[src/rtl/systolic_pkg.sv]
// systolic_pkg: shared types, default sizes and drain-length helper for the output-stationary array
package systolic_pkg;
  typedef enum logic [1:0] {IDLE, LOAD, DRAIN, OUT} state_e;
  localparam int N_DEF  = 4;
  localparam int DW_DEF = 8;
  localparam int AW_DEF = 20;
  localparam int KW_DEF = 8;
  function automatic int drain_len(input int n);
    return 2 * n - 1;
  endfunction
endpackage

[src/rtl/systolic_array_os_if.sv]
// systolic_array_os_if: operand stream, result stream and status bundle of the systolic engine
interface systolic_array_os_if #(
  parameter int N  = 4,
  parameter int DW = 8,
  parameter int AW = 20,
  parameter int KW = 8
);
  localparam int IW = $clog2(N);
  logic            start;
  logic [KW-1:0]   k_len;
  logic            in_valid;
  logic            in_ready;
  logic [N*DW-1:0] a_col;
  logic [N*DW-1:0] b_row;
  logic            out_valid;
  logic            out_ready;
  logic [N*AW-1:0] out_row;
  logic [IW-1:0]   out_idx;
  logic            busy;
  logic            done;
  modport master (
    output start, k_len, in_valid, a_col, b_row, out_ready,
    input  in_ready, out_valid, out_row, out_idx, busy, done
  );
  modport slave (
    input  start, k_len, in_valid, a_col, b_row, out_ready,
    output in_ready, out_valid, out_row, out_idx, busy, done
  );
endinterface

[src/rtl/systolic_pe.sv]
// systolic_pe: one MAC cell; passes a right and b down with their valid bits, accumulates on valid
module systolic_pe #(
  parameter int DW = 8,
  parameter int AW = 20
) (
  input  logic          clk,
  input  logic          rst,
  input  logic          clr_i,
  input  logic [DW-1:0] a_i,
  input  logic          a_vld_i,
  input  logic [DW-1:0] b_i,
  input  logic          b_vld_i,
  output logic [DW-1:0] a_o,
  output logic          a_vld_o,
  output logic [DW-1:0] b_o,
  output logic          b_vld_o,
  output logic [AW-1:0] acc_o
);
  logic [DW-1:0]   a_q, b_q;
  logic            a_vld_q, b_vld_q;
  logic [AW-1:0]   acc_q, acc_d;
  logic [2*DW-1:0] prod;
  assign prod  = a_i * b_i;
  assign acc_d = clr_i ? '0 : (a_vld_i && b_vld_i) ? acc_q + AW'(prod) : acc_q;
  always_ff @(posedge clk) begin
    if (rst) begin
      a_q     <= '0;
      b_q     <= '0;
      a_vld_q <= 1'b0;
      b_vld_q <= 1'b0;
      acc_q   <= '0;
    end else begin
      a_q     <= a_i;
      b_q     <= b_i;
      a_vld_q <= a_vld_i;
      b_vld_q <= b_vld_i;
      acc_q   <= acc_d;
    end
  end
  assign a_o     = a_q;
  assign a_vld_o = a_vld_q;
  assign b_o     = b_q;
  assign b_vld_o = b_vld_q;
  assign acc_o   = acc_q;
endmodule

[src/rtl/systolic_array_os.sv]
// systolic_array_os: N x N output-stationary matrix multiplier with input skew, fixed drain and row readout
module systolic_array_os
  import systolic_pkg::*;
#(
  parameter int N  = N_DEF,
  parameter int DW = DW_DEF,
  parameter int AW = AW_DEF,
  parameter int KW = KW_DEF
) (
  input logic               clk,
  input logic               rst,
  systolic_array_os_if.slave bus
);
  localparam int IW = $clog2(N);
  localparam int CW = $clog2(2 * N);
  state_e        state_q;
  logic [KW-1:0] cnt_q, klen_q;
  logic [CW-1:0] drn_q;
  logic [IW-1:0] idx_q;
  logic          done_q;
  logic          start_fire, in_fire;
  logic [DW-1:0] a_h  [N][N+1];
  logic          a_vh [N][N+1];
  logic [DW-1:0] b_v  [N+1][N];
  logic          b_vv [N+1][N];
  logic [AW-1:0] acc  [N][N];
  logic [N-1:0]  unused_edge;
  assign start_fire = (state_q == IDLE) && bus.start;
  assign in_fire    = (state_q == LOAD) && bus.in_valid;
  always_ff @(posedge clk) begin
    if (rst) begin
      state_q <= IDLE;
      cnt_q   <= '0;
      klen_q  <= '0;
      drn_q   <= '0;
      idx_q   <= '0;
      done_q  <= 1'b0;
    end else begin
      done_q <= 1'b0;
      case (state_q)
        IDLE: if (bus.start) begin
          cnt_q   <= '0;
          drn_q   <= '0;
          klen_q  <= bus.k_len;
          state_q <= (bus.k_len == '0) ? DRAIN : LOAD;
        end
        LOAD: if (bus.in_valid) begin
          cnt_q <= cnt_q + 1'b1;
          if (cnt_q + 1'b1 == klen_q) state_q <= DRAIN;
        end
        DRAIN: begin
          drn_q <= drn_q + 1'b1;
          if (drn_q == CW'(drain_len(N) - 1)) begin
            state_q <= OUT;
            idx_q   <= '0;
          end
        end
        OUT: if (bus.out_ready) begin
          idx_q <= idx_q + 1'b1;
          if (idx_q == IW'(N - 1)) begin
            state_q <= IDLE;
            done_q  <= 1'b1;
          end
        end
      endcase
    end
  end
  // Lane i of A and B shares an i-deep chain so both reach PE(i,j) on the same edge
  for (genvar i = 0; i < N; i++) begin : g_skew
    if (i == 0) begin : g_direct
      assign a_h[0][0]  = bus.a_col[DW-1:0];
      assign a_vh[0][0] = in_fire;
      assign b_v[0][0]  = bus.b_row[DW-1:0];
      assign b_vv[0][0] = in_fire;
    end else begin : g_chain
      logic [2*DW:0] ch_q [i];
      always_ff @(posedge clk) begin
        if (rst) begin
          for (int s = 0; s < i; s++) ch_q[s] <= '0;
        end else begin
          ch_q[0] <= {in_fire, bus.a_col[i*DW +: DW], bus.b_row[i*DW +: DW]};
          for (int s = 1; s < i; s++) ch_q[s] <= ch_q[s-1];
        end
      end
      assign {a_vh[i][0], a_h[i][0], b_v[0][i]} = ch_q[i-1];
      assign b_vv[0][i] = ch_q[i-1][2*DW];
    end
    assign unused_edge[i] = ^{a_h[i][N], a_vh[i][N], b_v[N][i], b_vv[N][i]};
  end
  for (genvar i = 0; i < N; i++) begin : g_row
    for (genvar j = 0; j < N; j++) begin : g_col
      systolic_pe #(.DW(DW), .AW(AW)) u_pe (
        .clk     (clk),
        .rst     (rst),
        .clr_i   (start_fire),
        .a_i     (a_h[i][j]),
        .a_vld_i (a_vh[i][j]),
        .b_i     (b_v[i][j]),
        .b_vld_i (b_vv[i][j]),
        .a_o     (a_h[i][j+1]),
        .a_vld_o (a_vh[i][j+1]),
        .b_o     (b_v[i+1][j]),
        .b_vld_o (b_vv[i+1][j]),
        .acc_o   (acc[i][j])
      );
    end
  end
  always_comb begin
    bus.out_row = '0;
    for (int j = 0; j < N; j++) bus.out_row[j*AW +: AW] = (state_q == OUT) ? acc[idx_q][j] : '0;
  end
  assign bus.in_ready  = state_q == LOAD;
  assign bus.out_valid = state_q == OUT;
  assign bus.out_idx   = idx_q;
  assign bus.busy      = state_q != IDLE;
  assign bus.done      = done_q;
endmodule

[src/flat_wrapper.sv]
// flat-port wrapper written by rule: the top's interface ports become plain ports
module systolic_array_os_flat import systolic_pkg::*;
#(
  parameter int N  = N_DEF,
  parameter int DW = DW_DEF,
  parameter int AW = AW_DEF,
  parameter int KW = KW_DEF
)
  (clk, rst, bus_start, bus_k_len, bus_in_valid, bus_a_col, bus_b_row, bus_out_ready, bus_in_ready, bus_out_valid, bus_out_row, bus_out_idx, bus_busy, bus_done);
  systolic_array_os_if #(.N(N), .DW(DW), .AW(AW), .KW(KW)) bus_i ();
  input logic clk;
  input logic rst;
  input wire logic [$bits(bus_i.start)-1:0] bus_start;
  input wire logic [$bits(bus_i.k_len)-1:0] bus_k_len;
  input wire logic [$bits(bus_i.in_valid)-1:0] bus_in_valid;
  input wire logic [$bits(bus_i.a_col)-1:0] bus_a_col;
  input wire logic [$bits(bus_i.b_row)-1:0] bus_b_row;
  input wire logic [$bits(bus_i.out_ready)-1:0] bus_out_ready;
  output wire logic [$bits(bus_i.in_ready)-1:0] bus_in_ready;
  output wire logic [$bits(bus_i.out_valid)-1:0] bus_out_valid;
  output wire logic [$bits(bus_i.out_row)-1:0] bus_out_row;
  output wire logic [$bits(bus_i.out_idx)-1:0] bus_out_idx;
  output wire logic [$bits(bus_i.busy)-1:0] bus_busy;
  output wire logic [$bits(bus_i.done)-1:0] bus_done;
  assign bus_i.start = bus_start;
  assign bus_i.k_len = bus_k_len;
  assign bus_i.in_valid = bus_in_valid;
  assign bus_i.a_col = bus_a_col;
  assign bus_i.b_row = bus_b_row;
  assign bus_i.out_ready = bus_out_ready;
  assign bus_in_ready = bus_i.in_ready;
  assign bus_out_valid = bus_i.out_valid;
  assign bus_out_row = bus_i.out_row;
  assign bus_out_idx = bus_i.out_idx;
  assign bus_busy = bus_i.busy;
  assign bus_done = bus_i.done;
  systolic_array_os #(.N(N), .DW(DW), .AW(AW), .KW(KW)) u_core (.clk(clk), .rst(rst), .bus(bus_i));
endmodule
[config.mk]
export PLATFORM = sky130hd
export DESIGN_NAME = systolic_array_os_flat
export DESIGN_NICKNAME = d
export VERILOG_FILES = /design/src/rtl/systolic_pkg.sv /design/src/rtl/systolic_array_os_if.sv /design/src/rtl/systolic_pe.sv /design/src/rtl/systolic_array_os.sv /design/src/flat_wrapper.sv
export SDC_FILE = /design/constraint.sdc
export NUM_CORES = 2
export LEC_CHECK = 0
export CAP_MARGIN = 20
export CORE_ASPECT_RATIO = 0.8
export CORE_MARGIN = 8
export CORE_UTILIZATION = 62
export CTS_CLUSTER_DIAMETER = 50
export DETAILED_ROUTE_END_ITERATION = 10
export PLACE_DENSITY = 0.8
export SETUP_SLACK_MARGIN = 0.2
export SYNTH_ARGS = -nofsm -noshare
export SYNTH_HDL_FRONTEND = slang
export SYNTH_HIERARCHICAL = 1
export SYNTH_SLANG_ARGS = --single-unit
[constraint.sdc]
create_clock -name clk -period 10.4 [get_ports clk]
set_input_delay 2.6 -clock clk [delete_from_list [all_inputs] [get_ports clk]]
set_output_delay 2.6 -clock clk [all_outputs]
set_load 0.1 [all_outputs]
==> impl_metrics.py <==
metrics = {
    "outcome": {
        "status": "complete, no violations",
    },
    "clock_network": {
        "root_buffer": "clkbuf_16",
        "h-tree-depth": 3,
        "clock_path_buffers": 3,
        "cts.sinks": 659,
        "clkLatencyLatePin_ns": 0.72,
        "cts_tree": "done",
        "cts_setup_buffers": 0,
        "cts_hold_buf": 0,
        "ctsResizeCount": 0,
        "numCtsBuffers": 92,
        "clk_pin_slew_ns": 0.06,
    },
    "power_and_ir_drop": {
        "p_per_area_nw_per_um2": 93.1,
        "switching_share_pct": 30.6,
        "ir_drop_uv": 117,
        "seqPwrFrac_pct": 38.7,
        "combPwrFrac_pct": 13.7,
        "pwr-share-clk_pct": 47.6,
        "internal-power_mw": 4.81,
        "leakagePower_nw": 36.6,
        "p_sw_mw": 2.12,
    },
    "finish": {
        "final_layout_size_suffix_gt1_share_pct": 4.90,
        "fin_util_pct": 67.5,
        "final_nets": 9545,
        "design_area_um2": 74400,
        "syn2layout_area_growth_pct": 8.30,
    },
    "floorplan": {
        "start_util_pct": 62.3,
        "core_area_um2": 110000,
        "die_x_um": 388,
        "ios": 163,
        "die_area_um2": 122000,
        "core.rowCount": 109,
        "die_y_um": 314,
    },
    "yosys": {
        "postSynthAreaPerCell_um2": 8.61,
        "synthCells": 7981,
        "yosysWarnings": 6,
        "syn_nets": 9522,
        "syn_area_um2": 68700,
    },
    "sta": {
        "finalCritPeriodShare_pct": 66.2,
        "hold_violations": 0,
        "maxSlewHeadroom_pct": 33.2,
        "finalClockSkew_ns": 0.0386,
        "min_period_ns": 6.88,
        "worstMarginPinSlew_ns": 0.999,
        "grt_setup_unrepaired": "no",
        "slew_viol_final": 0,
        "tns_ns": 0,
        "setup_viol": 0,
        "setup_slack_ns": 3.52,
        "max_clock_freq_mhz": 145,
    },
    "place": {
        "dp_hpwl_um": 152000,
        "placed_area_um2": 71200,
        "place_congestion": 0.963,
        "post-place-ws_ns": 2.97,
        "place.port_buffers": 162,
    },
    "critical_path": {
        "crit_path_cell_trace": "buf_4 > mux4_2 > and2_1 > clkdlybuf4s50_1",
        "cp_slowest_cell": "clkdlybuf4s50_1",
        "crit_arrival_ns": 4.28,
        "cp.required_ns": 7.80,
        "worst_setup_path_start_kind": "flip-flop",
        "critPathCaptureType": "primary output",
        "cp_num_buf_inv": 2,
        "critical_path_class": "flip-flop to primary output",
        "path_delay_family": "buffers and inverters",
        "critical-path-max-stage-delay_ns": 1.13,
        "crit_fanout": 51,
    },
    "route": {
        "drc_errors": 0,
        "wl_um": 191000,
        "ant_nets": 0,
        "dr.pass1.iters": 8,
        "detail_route.wl_per_cell_um": 20.0,
        "drt-initial-drc-count": 4666,
        "vias": 55100,
        "avgViaCountPerCell": 5.78,
    },
    "flow_run": {
        "drv_cap": 0,
    },
    "grt": {
        "antenna_found_initial": 9,
        "grt_pass1_wl_um": 307000,
        "grt_usage_pct": 31.2,
        "grt_pass1_vias": 56100,
        "grt_max_degree": 97,
        "grt_overflow": 0,
    },
    "hold_path": {
        "hold_path.class": "flip-flop to flip-flop",
    },
}
worst paths after layout:
check,to,from,depth (start not counted),slack (ns)
min reg2reg,u_core/g_skew[2].g_chain.ch_q[0][20],u_core/g_skew[2].g_chain.ch_q[0][3],1,0.43
max,bus_out_row[79],u_core/bus.out_idx[1],4,3.52
min,u_core/g_skew[2].g_chain.ch_q[0][20],u_core/g_skew[2].g_chain.ch_q[0][3],1,0.43
max reg2reg,u_core/g_row[3].g_col[2].u_pe/acc_o[19],u_core/g_row[3].g_col[1].u_pe/a_o[5],15,5.36
layout make-up:
type / instances / area (um^2)
timing repair buffer: 172 / 1720
clock inverter: 64 / 723
inverter: 1613 / 6050
fill: 8750 / 35800
tap: 1443 / 1810
antenna: 1 / 2.50
clock buffer: 106 / 2500
multi-input combinational: 5466 / 48400
sequential: 659 / 13200
layer usage:
layer,GRT usage [%],vias to the layer above,routed length (um)
met5,0,-,0
met4,14.6,0,10800
met3,4.88,440,13700
met2,49.1,2266,84100
met1,42.6,26900,82200
li1,-,25400,-
state kept, by name, summed over array words and instances, names as in the netlist:
| name | flops |
|---|---|
| u_core/bus.done | 1 |
| u_core/g_row.g_col.u_pe/a_o | 96 |
| u_core/g_row.g_col.u_pe/acc_o | 320 |
| u_core/drn_q | 3 |
| u_core/state_q | 2 |
| u_core/g_skew.g_chain.ch_q | 99 |
| u_core/g_row.g_col.u_pe/b_o | 96 |
| u_core/bus.out_idx | 2 |
| u_core/cnt_q | 8 |
| u_core/klen_q | 8 |
| u_core/g_row.g_col.u_pe/b_vld_o | 12 |
| u_core/g_row.g_col.u_pe/a_vld_o | 12 |
through the flow:
step	hold WS [ns]	total power [mW]	std cells
after floorplan	0.414	3.36	7981
after global placement	0.415	3.65	9352
after detailed placement	0.422	3.66	9352
after CTS	0.436	6.97	9522
after global routing	0.446	7.20	9523
final	0.434	6.93	9524
power groups by stage:
stage / combinational [mW] / sequential (mW) / clock [mW]
floorplan: 0.695 / 2.66 / 0
global placement: 0.919 / 2.73 / 0
detailed placement: 0.930 / 2.73 / 0
CTS: 0.939 / 2.67 / 3.35
global route: 1.06 / 2.68 / 3.46
finish: 0.951 / 2.68 / 3.30
worst reg2reg max path: stages (launching register included):
cell and delay, ns:
dfxtp_1 0.69, nand2_1 0.20, fa_1 0.54, fa_1 0.54, inv_1 0.05, fa_1 0.48, inv_1 0.05, fa_1 0.48
inv_1 0.05, ha_1 0.34, a21o_1 0.22, a221oi_2 0.54, o211ai_1 0.15, a31oi_1 0.32, xor2_1 0.20, nor2_1 0.07
layout by cell type, fill, tap and decap left out, types with 57 or more instances in the layout:
master           count
a21o_1             127
o21ai_0            135
nor2_1             251
nand4_1             57
nand2_1           1079
dfxtp_1            657
inv_1             1612
fa_1               800
clkbuf_16           96
nor2b_1            325
mux4_2              80
nand3_1             91
clkdlybuf4s50_1    161
a21oi_1            394
a211oi_1            75
and2_1             611
o211ai_1            84
ha_1               663
(Power assumes the default switching activity.)
